**src/rtl/pool_pkg.sv**
```systemverilog
// Shared types and the combine operator for the 2x2 pooling stage.
package pool_pkg;

    localparam int POOL_CW   = 32;
    localparam int DEF_IMG_W = 4;
    localparam int LB_DEPTH  = DEF_IMG_W / 2;

    typedef enum logic {
        POOL_MAX = 1'b0,
        POOL_AVG = 1'b1
    } pool_mode_e;

    // Max returns the larger operand; average mode returns the full-width pair sum.
    function automatic logic [POOL_CW-1:0] pool_combine(
        input logic [POOL_CW-1:0] a,
        input logic [POOL_CW-1:0] b,
        input pool_mode_e         mode
    );
        if (mode == POOL_AVG) begin
            return a + b;
        end
        return (a >= b) ? a : b;
    endfunction

endpackage

```
**src/rtl/pool_line_buf.sv**
```systemverilog
// Half-row buffer of horizontal pair results; one write port, asynchronous read.
module pool_line_buf
    import pool_pkg::*;
#(
    parameter int DEPTH = LB_DEPTH,
    parameter int EW    = 8,
    parameter int AW    = 1
) (
    input  logic          clk,
    input  logic          we,
    input  logic [AW-1:0] waddr,
    input  logic [EW-1:0] wdata,
    input  logic [AW-1:0] raddr,
    output logic [EW-1:0] rdata
);

    logic [EW-1:0] mem [DEPTH];

    always_ff @(posedge clk) begin
        if (we) begin
            mem[waddr] <= wdata;
        end
    end

    assign rdata = mem[raddr];

endmodule

```
**src/rtl/stream_pool2x2.sv**
```systemverilog
// Streaming 2x2 stride-2 pooling over a raster valid/ready pixel stream.
// Define POOL_AVG_EN to add the avg_mode port and the averaging datapath.
module stream_pool2x2
    import pool_pkg::*;
#(
    parameter int DATA_W = 8,
    parameter int IMG_W  = 4,
    parameter int IMG_H  = 4
) (
    input  logic              clk,
    input  logic              rst,
    input  logic              in_valid,
    output logic              in_ready,
    input  logic [DATA_W-1:0] in_data,
    output logic              out_valid,
    input  logic              out_ready,
    output logic [DATA_W-1:0] out_data,
    output logic              out_last
`ifdef POOL_AVG_EN
    ,
    input  logic              avg_mode
`endif
);

    localparam int DEPTH = IMG_W / 2;
    localparam int CW    = (IMG_W > 2) ? $clog2(IMG_W) : 1;
    localparam int RW    = (IMG_H > 2) ? $clog2(IMG_H) : 1;
    localparam int AW    = (DEPTH > 1) ? $clog2(DEPTH) : 1;
`ifdef POOL_AVG_EN
    localparam int EW    = DATA_W + 1;
`else
    localparam int EW    = DATA_W;
`endif
    localparam logic [CW-1:0] COL_LAST = CW'(IMG_W - 1);
    localparam logic [RW-1:0] ROW_LAST = RW'(IMG_H - 1);

    if (IMG_W < 2 || (IMG_W % 2) != 0) begin : g_bad_w
        $error("stream_pool2x2: IMG_W must be even and >= 2");
    end
    if (IMG_H < 2 || (IMG_H % 2) != 0) begin : g_bad_h
        $error("stream_pool2x2: IMG_H must be even and >= 2");
    end

    logic [CW-1:0]      col;
    logic [RW-1:0]      row;
    logic [EW-1:0]      h_reg;
    logic [EW-1:0]      h;
    logic [EW-1:0]      lb_rd;
    logic [POOL_CW-1:0] h_wide;
    logic [POOL_CW-1:0] v_wide;
    logic [DATA_W-1:0]  pooled;
    logic               accept;
    logic               frame_start;
    logic               lb_we;
    logic               unused_bits;
    pool_mode_e         mode;

    assign in_ready    = !out_valid || out_ready;
    assign accept      = in_valid && in_ready;
    assign frame_start = (col == '0) && (row == '0);

`ifdef POOL_AVG_EN
    pool_mode_e mode_q;

    // Mode is taken live on the first pixel so that window already uses it.
    assign mode = frame_start ? (avg_mode ? POOL_AVG : POOL_MAX) : mode_q;

    always_ff @(posedge clk) begin
        if (rst) begin
            mode_q <= POOL_MAX;
        end else if (accept && frame_start) begin
            mode_q <= mode;
        end
    end
`else
    assign mode = POOL_MAX;
`endif

    assign h_wide = pool_combine(POOL_CW'(h_reg), POOL_CW'(in_data), mode);
    assign h      = h_wide[EW-1:0];
    assign v_wide = pool_combine(POOL_CW'(lb_rd), POOL_CW'(h), mode);
    assign pooled = (mode == POOL_AVG) ? v_wide[DATA_W+1:2] : v_wide[DATA_W-1:0];

    assign unused_bits = ^{h_wide[POOL_CW-1:EW], v_wide[POOL_CW-1:DATA_W+2]};

    assign lb_we = accept && col[0] && !row[0];

    pool_line_buf #(
        .DEPTH (DEPTH),
        .EW    (EW),
        .AW    (AW)
    ) u_line_buf (
        .clk   (clk),
        .we    (lb_we),
        .waddr (AW'(col >> 1)),
        .wdata (h),
        .raddr (AW'(col >> 1)),
        .rdata (lb_rd)
    );

    always_ff @(posedge clk) begin
        if (rst) begin
            col       <= '0;
            row       <= '0;
            h_reg     <= '0;
            out_valid <= 1'b0;
            out_data  <= '0;
            out_last  <= 1'b0;
        end else begin
            if (accept) begin
                if (col == COL_LAST) begin
                    col <= '0;
                    row <= (row == ROW_LAST) ? '0 : row + 1'b1;
                end else begin
                    col <= col + 1'b1;
                end
                if (!col[0]) begin
                    h_reg <= EW'(in_data);
                end
            end
            // A new result reloads the output register even while the old one is being taken.
            if (accept && col[0] && row[0]) begin
                out_valid <= 1'b1;
                out_data  <= pooled;
                out_last  <= (row == ROW_LAST) && (col == COL_LAST);
            end else if (out_valid && out_ready) begin
                out_valid <= 1'b0;
            end
        end
    end

endmodule
```
**config.mk**
```make
export PLATFORM = sky130hd
export DESIGN_NAME = stream_pool2x2
export DESIGN_NICKNAME = d
export VERILOG_FILES = /design/src/rtl/pool_pkg.sv /design/src/rtl/pool_line_buf.sv /design/src/rtl/stream_pool2x2.sv
export SDC_FILE = /design/constraint.sdc
export NUM_CORES = 1
export LEC_CHECK = 0
export CAP_MARGIN = 10
export CORE_MARGIN = 8
export CORE_UTILIZATION = 45
export DETAILED_ROUTE_END_ITERATION = 16
export PLACE_DENSITY_LB_ADDON = 0.1
export SYNTH_ARGS = -nofsm -noshare
export SYNTH_HDL_FRONTEND = slang
export SYNTH_SLANG_ARGS = --single-unit
```
**constraint.sdc**
```tcl
create_clock -name clk -period 6.9 [get_ports clk]
set_clock_uncertainty 0.05 [all_clocks]
set_input_delay 1.38 -clock clk [delete_from_list [all_inputs] [get_ports clk]]
set_output_delay 1.38 -clock clk [all_outputs]
set_load 0.02 [all_outputs]
```
Word level (Yosys, flattened, before mapping) --
Memories as Yosys holds them, arrays and structs flattened. A register that Yosys moved wholly into a read port is not among the register bits. Index checks and enable logic that the tools add are counted. W data, S select, Z words.
Cells by class: add/subtract/negate cells 2, $mul 0, div/mod/pow operators 0, $lt $le $gt $ge 2, eq/ne operators 2, shifts and indexed selects 0, multiplexer cells 10, bitwise logic cells 1, reductions and logical operators 12
Operator list (count):
- $ge A8 B8 Y1 | 2
- $mux W8 | 2
- $logic_and A1 B1 Y1 | 6
- $mux W1 | 6
- $add A2 B1 Y2 const B | 2
- $eq A2 B2 Y1 const B | 2
- $mux W2 | 2
- $reduce_and A2 Y1 | 2
- $logic_not A1 Y1 | 2
- $reduce_bool A2 Y1 | 1
- $logic_or A1 B1 Y1 | 1
- $not A1 Y1 | 1
Word-level totals: register bits 22, latch bits 0, memory bits (writable) 16, bits in read-only memories 0, input bits 12, output and inout bits 11, word-level logic and storage cells 36, memories kept 1
Memory list:
- u_line_buf.mem | words 2, bits a word 8, rd ports 1, clocked after Yosys merged registers in 1, wr ports 1, line pool_line_buf.sv:17 | logic [EW-1:0] mem [DEPTH];

Depth between registers and ports, before layout --
depth after elaboration 7, depth in mapped cells 14, depth with buffers taken out 13

By module --
A second synthesis with hierarchy kept.
Second synthesis, totals: cell total of the unflattened synthesis 183, area, all modules 1961.9 sq um
Modules (own cells, without submodules):
- stream_pool2x2 | instances 1, cells an instance 156, area each 1337.5 sq um, sequential area each 440.4 sq um
- pool_line_buf | instances 1, cells an instance 27, area each 624.3 sq um, sequential area each 480.5 sq um

Least setup slack after synthesis --
Ideal clock, no wire load.
kind input to register, start point in in_data[2], end point reg out_data[1], library setup time 124 ps, arrival time 3989 ps, required time 6726 ps, slack 2737 ps, stages on the path 13, path buffers 1, path through inv_1 > ha_1 > a211oi_2 > o21ai_2 > a41oi_4 > mux2i_1 > ha_1 > a21o_1 > a21o_1 > a221o_1 > buf_2 > a32oi_1 > o21ai_1
Between the ends: word-level cells in the longest chain between the ends 4
RTL lines:
- from (decl) | line stream_pool2x2.sv:14 | input logic [DATA_W-1:0] in_data,
- $ge A8 B8 Y1 | line pool_pkg.sv:22 | return (a >= b) ? a : b;
- $mux W8 (*) | line pool_pkg.sv:22
- $ge A8 B8 Y1 | line pool_pkg.sv:22
- $mux W8 (*) | line pool_pkg.sv:22
- to (signal assigned) | line stream_pool2x2.sv:124 | out_data <= pooled;
- to (decl) | line stream_pool2x2.sv:17 | output logic [DATA_W-1:0] out_data,
Every way passes the cells marked *; elsewhere a longest branch is shown, timed or not. A chain may end at the register's enable or synchronous reset.

Worst setup path after layout --
Ends and elaborated chain as after synthesis.

==> metrics.txt <==
status complete, no violations; average size of a mapped cell 10.6 sq um; initial core utilization 0.456; setup repair after global routing missed its margin false; clock latency on the worst-skew pair 290 ps; total grt overflow 0; Slew headroom 0.578; post-synth top area share 0.247; Fmax 0.212 GHz; Crit path max-delay family compound AO/OA/AOI/OAI gates; P&R area growth vs syn 18.4%; CTS tree done; deepest clock path buffer count 2; hold buffers post-CTS 0; num rows 24; Leak Pwr approximately 0.96 nW; Avg Vias per Cell around 5.4; Synth Cell Area around 2000 sq um; Power Density around 210 nW/um^2; diode count 0; crit start category primary input; largest area contributor in the netlist edfxtp_1; Final Critical Period 4710 ps; Final GP Congestion 0.864; Post-Syn Instances around 180; asr flop ratio synth 0; Seq cells post-synth 39; DRC viols 0; DP Area 2220 sq um; number of synthesized flops with an enable pin 16; largest cells by area after synthesis edfxtp_1 (25%), dfxtp_1 (24%), ha_1 (12%), mux2i_1 (5.7%), mux2_2 (4.1%); antenna violations before repair 0; worst-path maximum fanout 9; VDD IR-drop max approximately 0.000089 V; Distinct cells, synth 30; cell chain of the critical path clkdlybuf4s50_1, inv_1, ha_1, a211oi_2, o21ai_2, a41oi_4, mux2i_1, ha_1, a211oi_1, o21ai_1, a221o_1, a32oi_1, o21ai_1; largest net degree at the start of global routing 18; Die Y 81.7 um; count leader, synth dfxtp_1; vias 1403; Avg WL per Cell ~15 um; Largest register FFs 16; Reg clk slew, reported paths 70 ps; setup TNS 0 ps; Post-CTS Setup Bufs 0; CP required around 7000 ps; Die Area 6680 sq um; core area approximately 4300 sq um; Bufs and invs on worst path 2; Top FF cell, synth dfxtp_1; worst setup path class in2reg; post-DP HPWL 2970 um; CP Capture Type flop; vias in the first global route 1322; drt initial violations 82; CP max stage delay around 500 ps; CP Data Arrival Time 4840 ps; Port Buffers 22; worst slew pin tran about 630 ps; Max Cap Violations 0; Post-Syn Nets 213; I/O Pins 23; final WL 3940 um; synth warn 0; Worst path slowest cell clkdlybuf4s50_1; layout cells sized above 1 0.106; Layout Nets 237; first-pass GRT wire length 6290 um; GRT Util Overall 0.127; First-pass DRT Iterations 4; H-tree levels 2; post_cts resized 0; Max Slew Vio Count 0; Final Cycle Share 0.683; HP Class reg2reg; Num CTS Buffers 5; post-route antenna net violation count 0; Setup Viol. Count Final 0; CTS Sinks 39; cell area after layout 2300 sq um; most instantiated cells after synthesis dfxtp_1 (23), ha_1 (18), edfxtp_1 (16), inv_1 (16), a21oi_1 (14); Die W 81.7 um; Final Hold Viols 0; CTS root buffer clkbuf_8; sequential element share of the synthesized area 0.484
-- metrics by stage --
stage	cells	worst slack (ps)	hold WS, ps	total power [W]	util
3_3_place_gp	252	1930	415	0.000327	0.520
5_1_grt	260	1940	468	0.000498	0.540
3_5_place_dp	252	1880	418	0.000329	0.520
6_report	260	2190	431	0.000473	0.540
2_1_floorplan	183	2740	418	0.000308	-
4_1_cts	260	2180	438	0.000481	0.540
-- layer usage --
layer,up-vias,track usage,share of wire
met5,-,0,0
met4,0,0.0737,0.023
met3,8,0.0328,0.047
met2,25,0.204,0.49
met1,657,0.151,0.44
li1,713,-,-
-- worst paths after layout --
check	start	end	slack, ps	cells after the start
setup / recovery	in_data[2]	out_data[1]	2190	13
hold / removal	out_data[7]	out_data[7]	430	2
setup reg to reg	h_reg[0]	out_data[1]	3510	12
hold reg to reg	out_data[7]	out_data[7]	430	2
-- power by group --
group / internal, W / switching [W]
Sequential: 0.000248 / 0.00000593
Clock: 0.0000706 / 0.0000791
Combinational: 0.0000312 / 0.0000386
-- worst reg2reg max path, stage by stage, from the launching register on --
cell	delay, ps
dfxtp_1	360
inv_1	50
ha_1	270
nor2b_1	170
o21ai_2	90
a41oi_4	440
mux2i_1	370
ha_1	300
a211oi_1	260
o21ai_1	110
a221o_1	460
a32oi_1	260
o21ai_1	90
-- placed cells by master (no fill, tap or decap), drive strengths merged --
master         synthesis  routed
nand4                  2       2
a221o                  1       1
nor4b                  1       1
clkdlybuf4s50          0      22
edfxtp                16      16
nor2                  12      12
clkbuf                 4       6
nand2b                 2       2
buf                    3       2
clkinvlp               0       1
a21o                   2       2
a21oi                 14      14
dfxtp                 23      23
nor3                   3       3
nand2                 13      13
mux2                   7       7
a211oi                 2       2
nor2b                  3       3
o21ai                 18      18
a22oi                  1       1
nand3                  2       2
a41oi                  1       1
nor4bb                 1       1
ha                    18      18
mux2i                 11      11
inv                   16      16
a32oi                  7       7
clkinv                 0       1
-- logic make-up (layout without fill, tap and decap cells) --
| logic type | Yosys count | after routing | synth area share |
|---|---|---|---|
| compound gates | 46 | 46 | 0.159 |
| flops | 39 | 39 | 0.484 |
| simple gates | 39 | 39 | 0.0985 |
| buf+inv | 23 | 48 | 0.0451 |
| fa+ha+maj | 18 | 18 | 0.116 |
| mux | 18 | 18 | 0.0972 |
-- area by class of cell --
type / count / area (sq um)
Clock buffer: 6 / 72.6
Inverter: 16 / 60.1
Fill cell: 382 / 1960
Tap cell: 52 / 65.1
Multi-Input combinational cell: 121 / 915
Clock inverter: 2 / 12.5
Sequential cell: 39 / 941
Timing Repair Buffer: 24 / 235
(Power assumes the default switching activity.)
